==> src/rtl/multicycle_control.sv <==
// multicycle_control
// Main control unit for a multi-cycle MIPS datapath. It is a Moore FSM that
// steps the shared ALU, register file, PC and unified memory through fetch,
// decode, execute, memory and writeback cycles.
//
// Ports:
//   clk, rst_n    rising-edge clock, asynchronous active-low reset
//   opcode        IR[31:26], stable from DECODE until the instruction retires
//   zero          ALU zero flag, used by BRANCH
//   mem_ready     memory completes the access this cycle
//   pc_write, iord, mem_read, mem_write, ir_write, reg_dst, mem_to_reg,
//   reg_write, alu_src_a, alu_src_b, alu_op, pc_source
//                 datapath mux selects and write enables
//   illegal_op    one-cycle flag for an unsupported opcode
//   state         current state encoding, for debug
//   instr_count   retired-instruction count, wraps modulo 2^COUNT_WIDTH
//
// The outputs are decoded combinationally from the state register. Only the
// memory-ready-qualified enables and the branch pc_write also look at inputs.
// All control outputs are gated by rst_n, so reset silences the datapath
// immediately rather than at the next edge.
module multicycle_control #(
  parameter int COUNT_WIDTH = 32
) (
  input  logic                   clk,
  input  logic                   rst_n,
  input  logic [5:0]             opcode,
  input  logic                   zero,
  input  logic                   mem_ready,
  output logic                   pc_write,
  output logic                   iord,
  output logic                   mem_read,
  output logic                   mem_write,
  output logic                   ir_write,
  output logic                   reg_dst,
  output logic                   mem_to_reg,
  output logic                   reg_write,
  output logic                   alu_src_a,
  output logic [1:0]             alu_src_b,
  output logic [1:0]             alu_op,
  output logic [1:0]             pc_source,
  output logic                   illegal_op,
  output logic [3:0]             state,
  output logic [COUNT_WIDTH-1:0] instr_count
);

  typedef enum logic [3:0] {
    S_FETCH     = 4'd0,
    S_DECODE    = 4'd1,
    S_MEM_ADDR  = 4'd2,
    S_MEM_READ  = 4'd3,
    S_MEM_WB    = 4'd4,
    S_MEM_WRITE = 4'd5,
    S_EXECUTE   = 4'd6,
    S_R_WB      = 4'd7,
    S_BRANCH    = 4'd8,
    S_JUMP      = 4'd9,
    S_ADDI_EXEC = 4'd10,
    S_ADDI_WB   = 4'd11,
    S_ILLEGAL   = 4'd12
  } state_t;

  localparam logic [5:0] OP_RTYPE = 6'b000000;
  localparam logic [5:0] OP_LW    = 6'b100011;
  localparam logic [5:0] OP_SW    = 6'b101011;
  localparam logic [5:0] OP_BEQ   = 6'b000100;
  localparam logic [5:0] OP_BNE   = 6'b000101;
  localparam logic [5:0] OP_J     = 6'b000010;
  localparam logic [5:0] OP_ADDI  = 6'b001000;

  state_t state_r;
  state_t next_state_s;
  logic   retire_s;
  logic [COUNT_WIDTH-1:0] instr_count_r;

  logic       pc_write_s, iord_s, mem_read_s, mem_write_s, ir_write_s;
  logic       reg_dst_s, mem_to_reg_s, reg_write_s, alu_src_a_s, illegal_op_s;
  logic [1:0] alu_src_b_s, alu_op_s, pc_source_s;

  // State register.
  always_ff @(posedge clk or negedge rst_n) begin
    if (!rst_n) begin
      state_r <= S_FETCH;
    end else begin
      state_r <= next_state_s;
    end
  end

  // Retired-instruction counter; illegal opcodes never retire.
  always_ff @(posedge clk or negedge rst_n) begin
    if (!rst_n) begin
      instr_count_r <= '0;
    end else if (retire_s) begin
      instr_count_r <= instr_count_r + {{(COUNT_WIDTH-1){1'b0}}, 1'b1};
    end else begin
      instr_count_r <= instr_count_r;
    end
  end

  // Next-state, retire strobe and Moore output decode.
  always_comb begin
    next_state_s = S_FETCH;
    retire_s     = 1'b0;
    pc_write_s   = 1'b0;
    iord_s       = 1'b0;
    mem_read_s   = 1'b0;
    mem_write_s  = 1'b0;
    ir_write_s   = 1'b0;
    reg_dst_s    = 1'b0;
    mem_to_reg_s = 1'b0;
    reg_write_s  = 1'b0;
    alu_src_a_s  = 1'b0;
    alu_src_b_s  = 2'b00;
    alu_op_s     = 2'b00;
    pc_source_s  = 2'b00;
    illegal_op_s = 1'b0;
    case (state_r)
      S_FETCH: begin
        mem_read_s   = 1'b1;
        alu_src_b_s  = 2'b01;
        // IR load and PC+4 only in the cycle the memory delivers.
        ir_write_s   = mem_ready;
        pc_write_s   = mem_ready;
        next_state_s = mem_ready ? S_DECODE : S_FETCH;
      end
      S_DECODE: begin
        // Precompute the branch target into ALUOut.
        alu_src_b_s = 2'b11;
        case (opcode)
          OP_RTYPE:       next_state_s = S_EXECUTE;
          OP_LW, OP_SW:   next_state_s = S_MEM_ADDR;
          OP_BEQ, OP_BNE: next_state_s = S_BRANCH;
          OP_J:           next_state_s = S_JUMP;
          OP_ADDI:        next_state_s = S_ADDI_EXEC;
          default:        next_state_s = S_ILLEGAL;
        endcase
      end
      S_MEM_ADDR: begin
        alu_src_a_s  = 1'b1;
        alu_src_b_s  = 2'b10;
        next_state_s = (opcode == OP_LW) ? S_MEM_READ : S_MEM_WRITE;
      end
      S_MEM_READ: begin
        mem_read_s   = 1'b1;
        iord_s       = 1'b1;
        next_state_s = mem_ready ? S_MEM_WB : S_MEM_READ;
      end
      S_MEM_WB: begin
        reg_write_s  = 1'b1;
        mem_to_reg_s = 1'b1;
        retire_s     = 1'b1;
        next_state_s = S_FETCH;
      end
      S_MEM_WRITE: begin
        mem_write_s  = 1'b1;
        iord_s       = 1'b1;
        retire_s     = mem_ready;
        next_state_s = mem_ready ? S_FETCH : S_MEM_WRITE;
      end
      S_EXECUTE: begin
        alu_src_a_s  = 1'b1;
        alu_op_s     = 2'b10;
        next_state_s = S_R_WB;
      end
      S_R_WB: begin
        reg_write_s  = 1'b1;
        reg_dst_s    = 1'b1;
        retire_s     = 1'b1;
        next_state_s = S_FETCH;
      end
      S_BRANCH: begin
        alu_src_a_s  = 1'b1;
        alu_op_s     = 2'b01;
        pc_source_s  = 2'b01;
        // opcode[0] distinguishes bne (1) from beq (0).
        pc_write_s   = zero ^ opcode[0];
        retire_s     = 1'b1;
        next_state_s = S_FETCH;
      end
      S_JUMP: begin
        pc_write_s   = 1'b1;
        pc_source_s  = 2'b10;
        retire_s     = 1'b1;
        next_state_s = S_FETCH;
      end
      S_ADDI_EXEC: begin
        alu_src_a_s  = 1'b1;
        alu_src_b_s  = 2'b10;
        next_state_s = S_ADDI_WB;
      end
      S_ADDI_WB: begin
        reg_write_s  = 1'b1;
        retire_s     = 1'b1;
        next_state_s = S_FETCH;
      end
      S_ILLEGAL: begin
        illegal_op_s = 1'b1;
        next_state_s = S_FETCH;
      end
      default: begin
        next_state_s = S_FETCH;
      end
    endcase
  end

  assign pc_write    = rst_n & pc_write_s;
  assign iord        = rst_n & iord_s;
  assign mem_read    = rst_n & mem_read_s;
  assign mem_write   = rst_n & mem_write_s;
  assign ir_write    = rst_n & ir_write_s;
  assign reg_dst     = rst_n & reg_dst_s;
  assign mem_to_reg  = rst_n & mem_to_reg_s;
  assign reg_write   = rst_n & reg_write_s;
  assign alu_src_a   = rst_n & alu_src_a_s;
  assign alu_src_b   = rst_n ? alu_src_b_s : 2'b00;
  assign alu_op      = rst_n ? alu_op_s    : 2'b00;
  assign pc_source   = rst_n ? pc_source_s : 2'b00;
  assign illegal_op  = rst_n & illegal_op_s;
  assign state       = state_r;
  assign instr_count = instr_count_r;

endmodule

==> config.mk <==
export PLATFORM = sky130hd
export DESIGN_NAME = multicycle_control
export DESIGN_NICKNAME = d
export VERILOG_FILES = /design/src/rtl/multicycle_control.sv
export SDC_FILE = /design/constraint.sdc
export NUM_CORES = 1
export LEC_CHECK = 0
export CAP_MARGIN = 5
export CORE_MARGIN = 4
export CORE_UTILIZATION = 35
export CTS_CLUSTER_DIAMETER = 150
export DETAILED_ROUTE_END_ITERATION = 16
export SYNTH_ARGS = -nofsm -noshare
export SYNTH_HDL_FRONTEND = slang
export SYNTH_SLANG_ARGS = --single-unit
==> constraint.sdc <==
create_clock -name clk -period 1.65 [get_ports clk]
set_input_delay 0.2475 -clock clk [delete_from_list [all_inputs] [get_ports clk]]
set_output_delay 0.2475 -clock clk [all_outputs]
set_load 0.05 [all_outputs]
=== After elaboration in Yosys (flattened, before gate mapping) ===
Cells that the tools add are included.

* Word-level logic and storage cells: 65
* Flip-flop bits (word level): 36
* Bits of input ports: 10

* Bitwise gates (word level): 11
* Reductions and logical operators: 10
* Mux-type cells: 23
* Equality and inequality tests: 18
* Add/subtract/negate cells: 1

{| class="wikitable"
|+ Operator list
! kind !! number
|-
| $add 32x1->32 const B || 1
|-
| $pmux 4 s7 || 1
|-
| $eq 4x4->1 const B || 5
|-
| $pmux 4 s5 || 1
|-
| $eq 4x3->1 const B || 4
|-
| $eq 6x3->1 const B || 2
|-
| $eq 6x6->1 const B || 2
|-
| $and 1x1->1 || 10
|-
| $mux 1 || 10
|-
| $reduce_or 2->1 || 5
|-
| $mux 3 || 3
|-
| $eq 4x2->1 const B || 2
|-
| $pmux 2 s2 || 2
|-
| $eq 6x2->1 const B || 1
|-
| $eq 6x4->1 const B || 1
|-
| $logic_not 6->1 || 1
|-
| $mux 2 || 3
|-
| $pmux 2 s3 || 1
|-
| $reduce_or 5->1 || 1
|-
| $eq 4x1->1 const B || 1
|-
| $logic_not 4->1 || 1
|-
| $reduce_or 4->1 || 1
|-
| $pmux 1 s3 || 1
|-
| $reduce_or 3->1 || 1
|-
| other kinds (2) || 2
|}

=== Longest topological paths before layout ===
* Word-level depth: 4
* Depth in mapped cells: 7
* Mapped depth without buffers: 6

=== Worst setup path after synthesis ===
No wires, ideal clock.

* Kind: register to output
* Start: reg state_r[1], in the netlist state[1]
* End: out alu_src_a
* Arrival time: 2.885 ns
* Data required time: 1.402 ns
* Stages on the path, launching flop included: 5
* Slack: -1.482 ns
* Cell sequence: dfrtp_1 buf_6 clkbuf_1 nor2_1 nor4b_1

* Longest elaborated chain between the ends: 4
* Elaborated cells on any way between the ends: 7
* Classes of those cells: 4 x eq/ne; 1 x mux; 1 x bitwise; 1 x reduce/logical

{| class="wikitable"
|+ RTL lines
! item !! line !! RTL
|-
| start, declared || 71 || <nowiki>state_t state_r;</nowiki>
|-
| start signal, assigned || 85 || <nowiki>state_r <= next_state_s;</nowiki>
|-
| $eq 4x4->1, or another cell as far along || 117 || <nowiki>case (state_r)</nowiki>
|-
| $reduce_or 4->1 (no source line) (*) || -- ||
|-
| $mux 1 (*) || 117 ||
|-
| $and 1x1->1 (*) || 214 || <nowiki>assign alu_src_a = rst_n & alu_src_a_s;</nowiki>
|-
| end, declared || 38 || <nowiki>output logic alu_src_a,</nowiki>
|}

Mark *: on every way between the ends. The rest lies on a longest branch, timed or not.

=== Worst setup path in the final report ===
* Start: reg state_r[1], in the netlist state[1]
* End: out pc_write

* Longest elaborated chain between the ends: 3
* Elaborated cells on any way between the ends: 5
* Classes of those cells: 2 x eq/ne; 1 x mux; 1 x bitwise; 1 x reduce/logical

{| class="wikitable"
|+ RTL lines
! item !! line !! RTL
|-
| $eq 4x4->1 / $logic_not 4->1 (equally long branches) || 117 ||
|-
| $pmux 1 s3 (*) || 117 ||
|-
| $and 1x1->1 (*) || 206 || <nowiki>assign pc_write = rst_n & pc_write_s;</nowiki>
|-
| end, declared || 30 || <nowiki>output logic pc_write,</nowiki>
|}

Marks and branches as above.

==> results.yml <==
synth:
  synth_largest_area_cell: "dfrtp_1"
  synth.area.top_cells: "dfrtp_1, xor2_1, nor2_1"
  async_reset_ff_share_pct: 100
  synth_top_area_share_pct: 42.9
  synth.cell_area_mm2: 0.00210
  synth_edf_count: 0
  synth_ff_type: "dfrtp_1"
  yosysWarnings: 0
  synth-seq-cells: 36
  synthesis.nets: 235
  synth.distinct_cells: 39
  syn_inst: 224
  synth.avg_cell_area_um2: 9.37
  seq_area_frac_synth_pct: 42.9
die:
  die_y_um: 85.4
  start_util_pct: 37.0
  pin_count: 62
  rows: 27
  dieWidth_um: 85.4
  fp.coreArea_mm2: 0.00568
  die_area_mm2: 0.00730
timing:
  max_freq_ghz: 0.561
  worst_slack_ps: -132
  finalSetupViolations: 25
  fin_crit_sh_pct: 108
  whs_ps: 103
  slew_viol_final: 0
  slew_headroom_pct: 77.9
  rsz0062_at_grt: "true"
  hold_violations: 0
  min_period_ps: 1780
  worst_pin_slew_ps: 332
  fin_skew_ps: 9.30
cts:
  clk_pin_slew_ps: 70
  cts.sinks: 36
  hold_buffers: 0
  cts_made_buffers: 5
  clk_path_buf_depth: 2
  cts_tree: "done"
  cts_root_buf: "clkbuf_8"
  cts_max_level: 2
  clock_latency_ps: 290
detailed_routing:
  ant_nets: 0
  finalWirelength_um: 6310
  wl_per_cell_um: 15.2
  drt_iter0_markers: 102
  vias_per_cell: 5.04
  first_pass_iters: 4
  vias: 2096
  drc: 0
run_status:
  status: "complete, but fails checks"
  violations: "setup timing"
worst_setup_path:
  reg2reg_depth: 6
  cp-start-kind: "flop"
  critPathMaxFanout: 10
  crit_path_end_kind: "output pin"
  worstPathRequired_ps: 1400
  critical_path_arrival_ps: 1530
  rr_endpoint: "instr_count[20]$_DFFE_PN0P_"
  crit_type: "flop to output pin"
  ff2ff_setup_slack_ps: -80
  reg2reg_from: "state[3]$_DFF_PN0_"
hold_path:
  holdCritPathClass: "input pin to asynchronous set/reset pin"
finish:
  layout_common_cells: "buf_4, dfrtp_1, buf_12, xor2_1, nand2_1"
  layout_commonest_cell: "buf_4"
  antenna_cells: 0
  finish.utilization_pct: 69.9
  drive_gt1_share_pct: 56.7
  final_nets: 354
  area_delta_synth_final_pct: 89.0
grt:
  track_usage_pct: 17.5
  antenna_found_initial: 0
  grt_overflow: 0
  grt_max_degree: 23
  grt_pass1_wl_um: 10400
  grt_pass1_vias: 2137
place:
  dpl.hpwl_um: 4370
  place.gp.congestion: 0.791
  dp_slack_ps: -364
  io_buffers: 61
power_and_ir_drop:
  p_leak_nw: 1.85
  ir_drop_uv: 991
  finalPower_mw: 4.94
  pwr_density_cell_mw_per_mm2: 1250
job:
  drv_cap: 0
kinds of logic after synthesis:
kind of cell	after synthesis	synth area share, %
XOR/XNOR	33	13.8
buffers and inverters	15	3.46
AND/OR/NAND/NOR	116	30.5
flip-flops	36	42.9
adder cells (fa/ha/maj)	1	0.596
multiplexers	4	1.97
AO/OA/AOI/OAI	19	6.74
where the power goes:
group	leakage (nW)	internal [mW]	total (mW)	switching, mW
clock network	0.0515	0.381	0.692	0.310
logic	1.33	1.44	3.13	1.69
registers	0.462	1.01	1.12	0.115
sequential cells by signal (all words and copies together) (netlist names):
signal and count:
instr_count 32, state 4
worst max-delay path by stage:
stage                        from                     endpoint  slack (ps)  cells past startpoint
2_1_floorplan  state[1]$_DFF_PN0_                     pc_write        -270                      5
3_3_place_gp            mem_ready  instr_count[20]$_DFFE_PN0P_        -340                      7
3_5_place_dp            mem_ready  instr_count[29]$_DFFE_PN0P_        -360                      7
4_1_cts        state[2]$_DFF_PN0_                    reg_write        -130                      7
5_1_grt        state[1]$_DFF_PN0_                     pc_write        -190                      6
6_report       state[1]$_DFF_PN0_                     pc_write        -130                      6
layer usage:
layer  part of all wire [%]  vias up  GRT usage [%]
li1                       -     1013              -
met1                     43     1025           22.5
met2                     52       52           30.2
met3                    4.1        6           3.30
met4                    1.1        0           4.75
met5                      0        -              0
metrics by stage:
stage	cells	setup TNS, ps	cell area [um2]
2_1_floorplan	224	-7550	2260
3_5_place_dp	386	-8900	3310
3_3_place_gp	386	-8440	3310
6_report	416	-1150	3970
5_1_grt	416	-4020	3970
4_1_cts	412	-2580	3750
cells in the mapped netlist, drive strengths merged (2+ instances only):
library cell and n:
nor3 14, nand3 13, or3 2, clkbuf 6, nor2b 5, nand4 9
o22ai 2, and3 6, nor4 4, o21ai 5, nor2 35, a21oi 3
a31oi 3, buf 3, dfrtp 36, and4 3, inv 6, mux2i 3
nand2b 3, xor2 22, xnor2 11, nand2 20
critical path: stages, from the launching register on:
cell      delay (ps)
dfrtp_2          440
buf_12           160
nor2_4            90
nand2_2           70
nor3_4           170
nand2b_4         190
buf_12           130
cell type report:
cell class / count / area, um2
fill: 424 / 1710
multi-input combinational: 173 / 1540
timing repair buffer: 121 / 1290
sequential: 36 / 916
clock buffer: 8 / 100
tap: 72 / 90.1
inverter: 6 / 30.0
repair_timing:
action / CTS / global route
hold endpoints to repair: 0 / 0
pin swaps: 17 / 16
setup buffers: 18 / 4
gates resized for setup: 49 / 40
endpoints found under the setup margin: 40 / 46
Note: power is estimated with default switching activity, not from simulation.
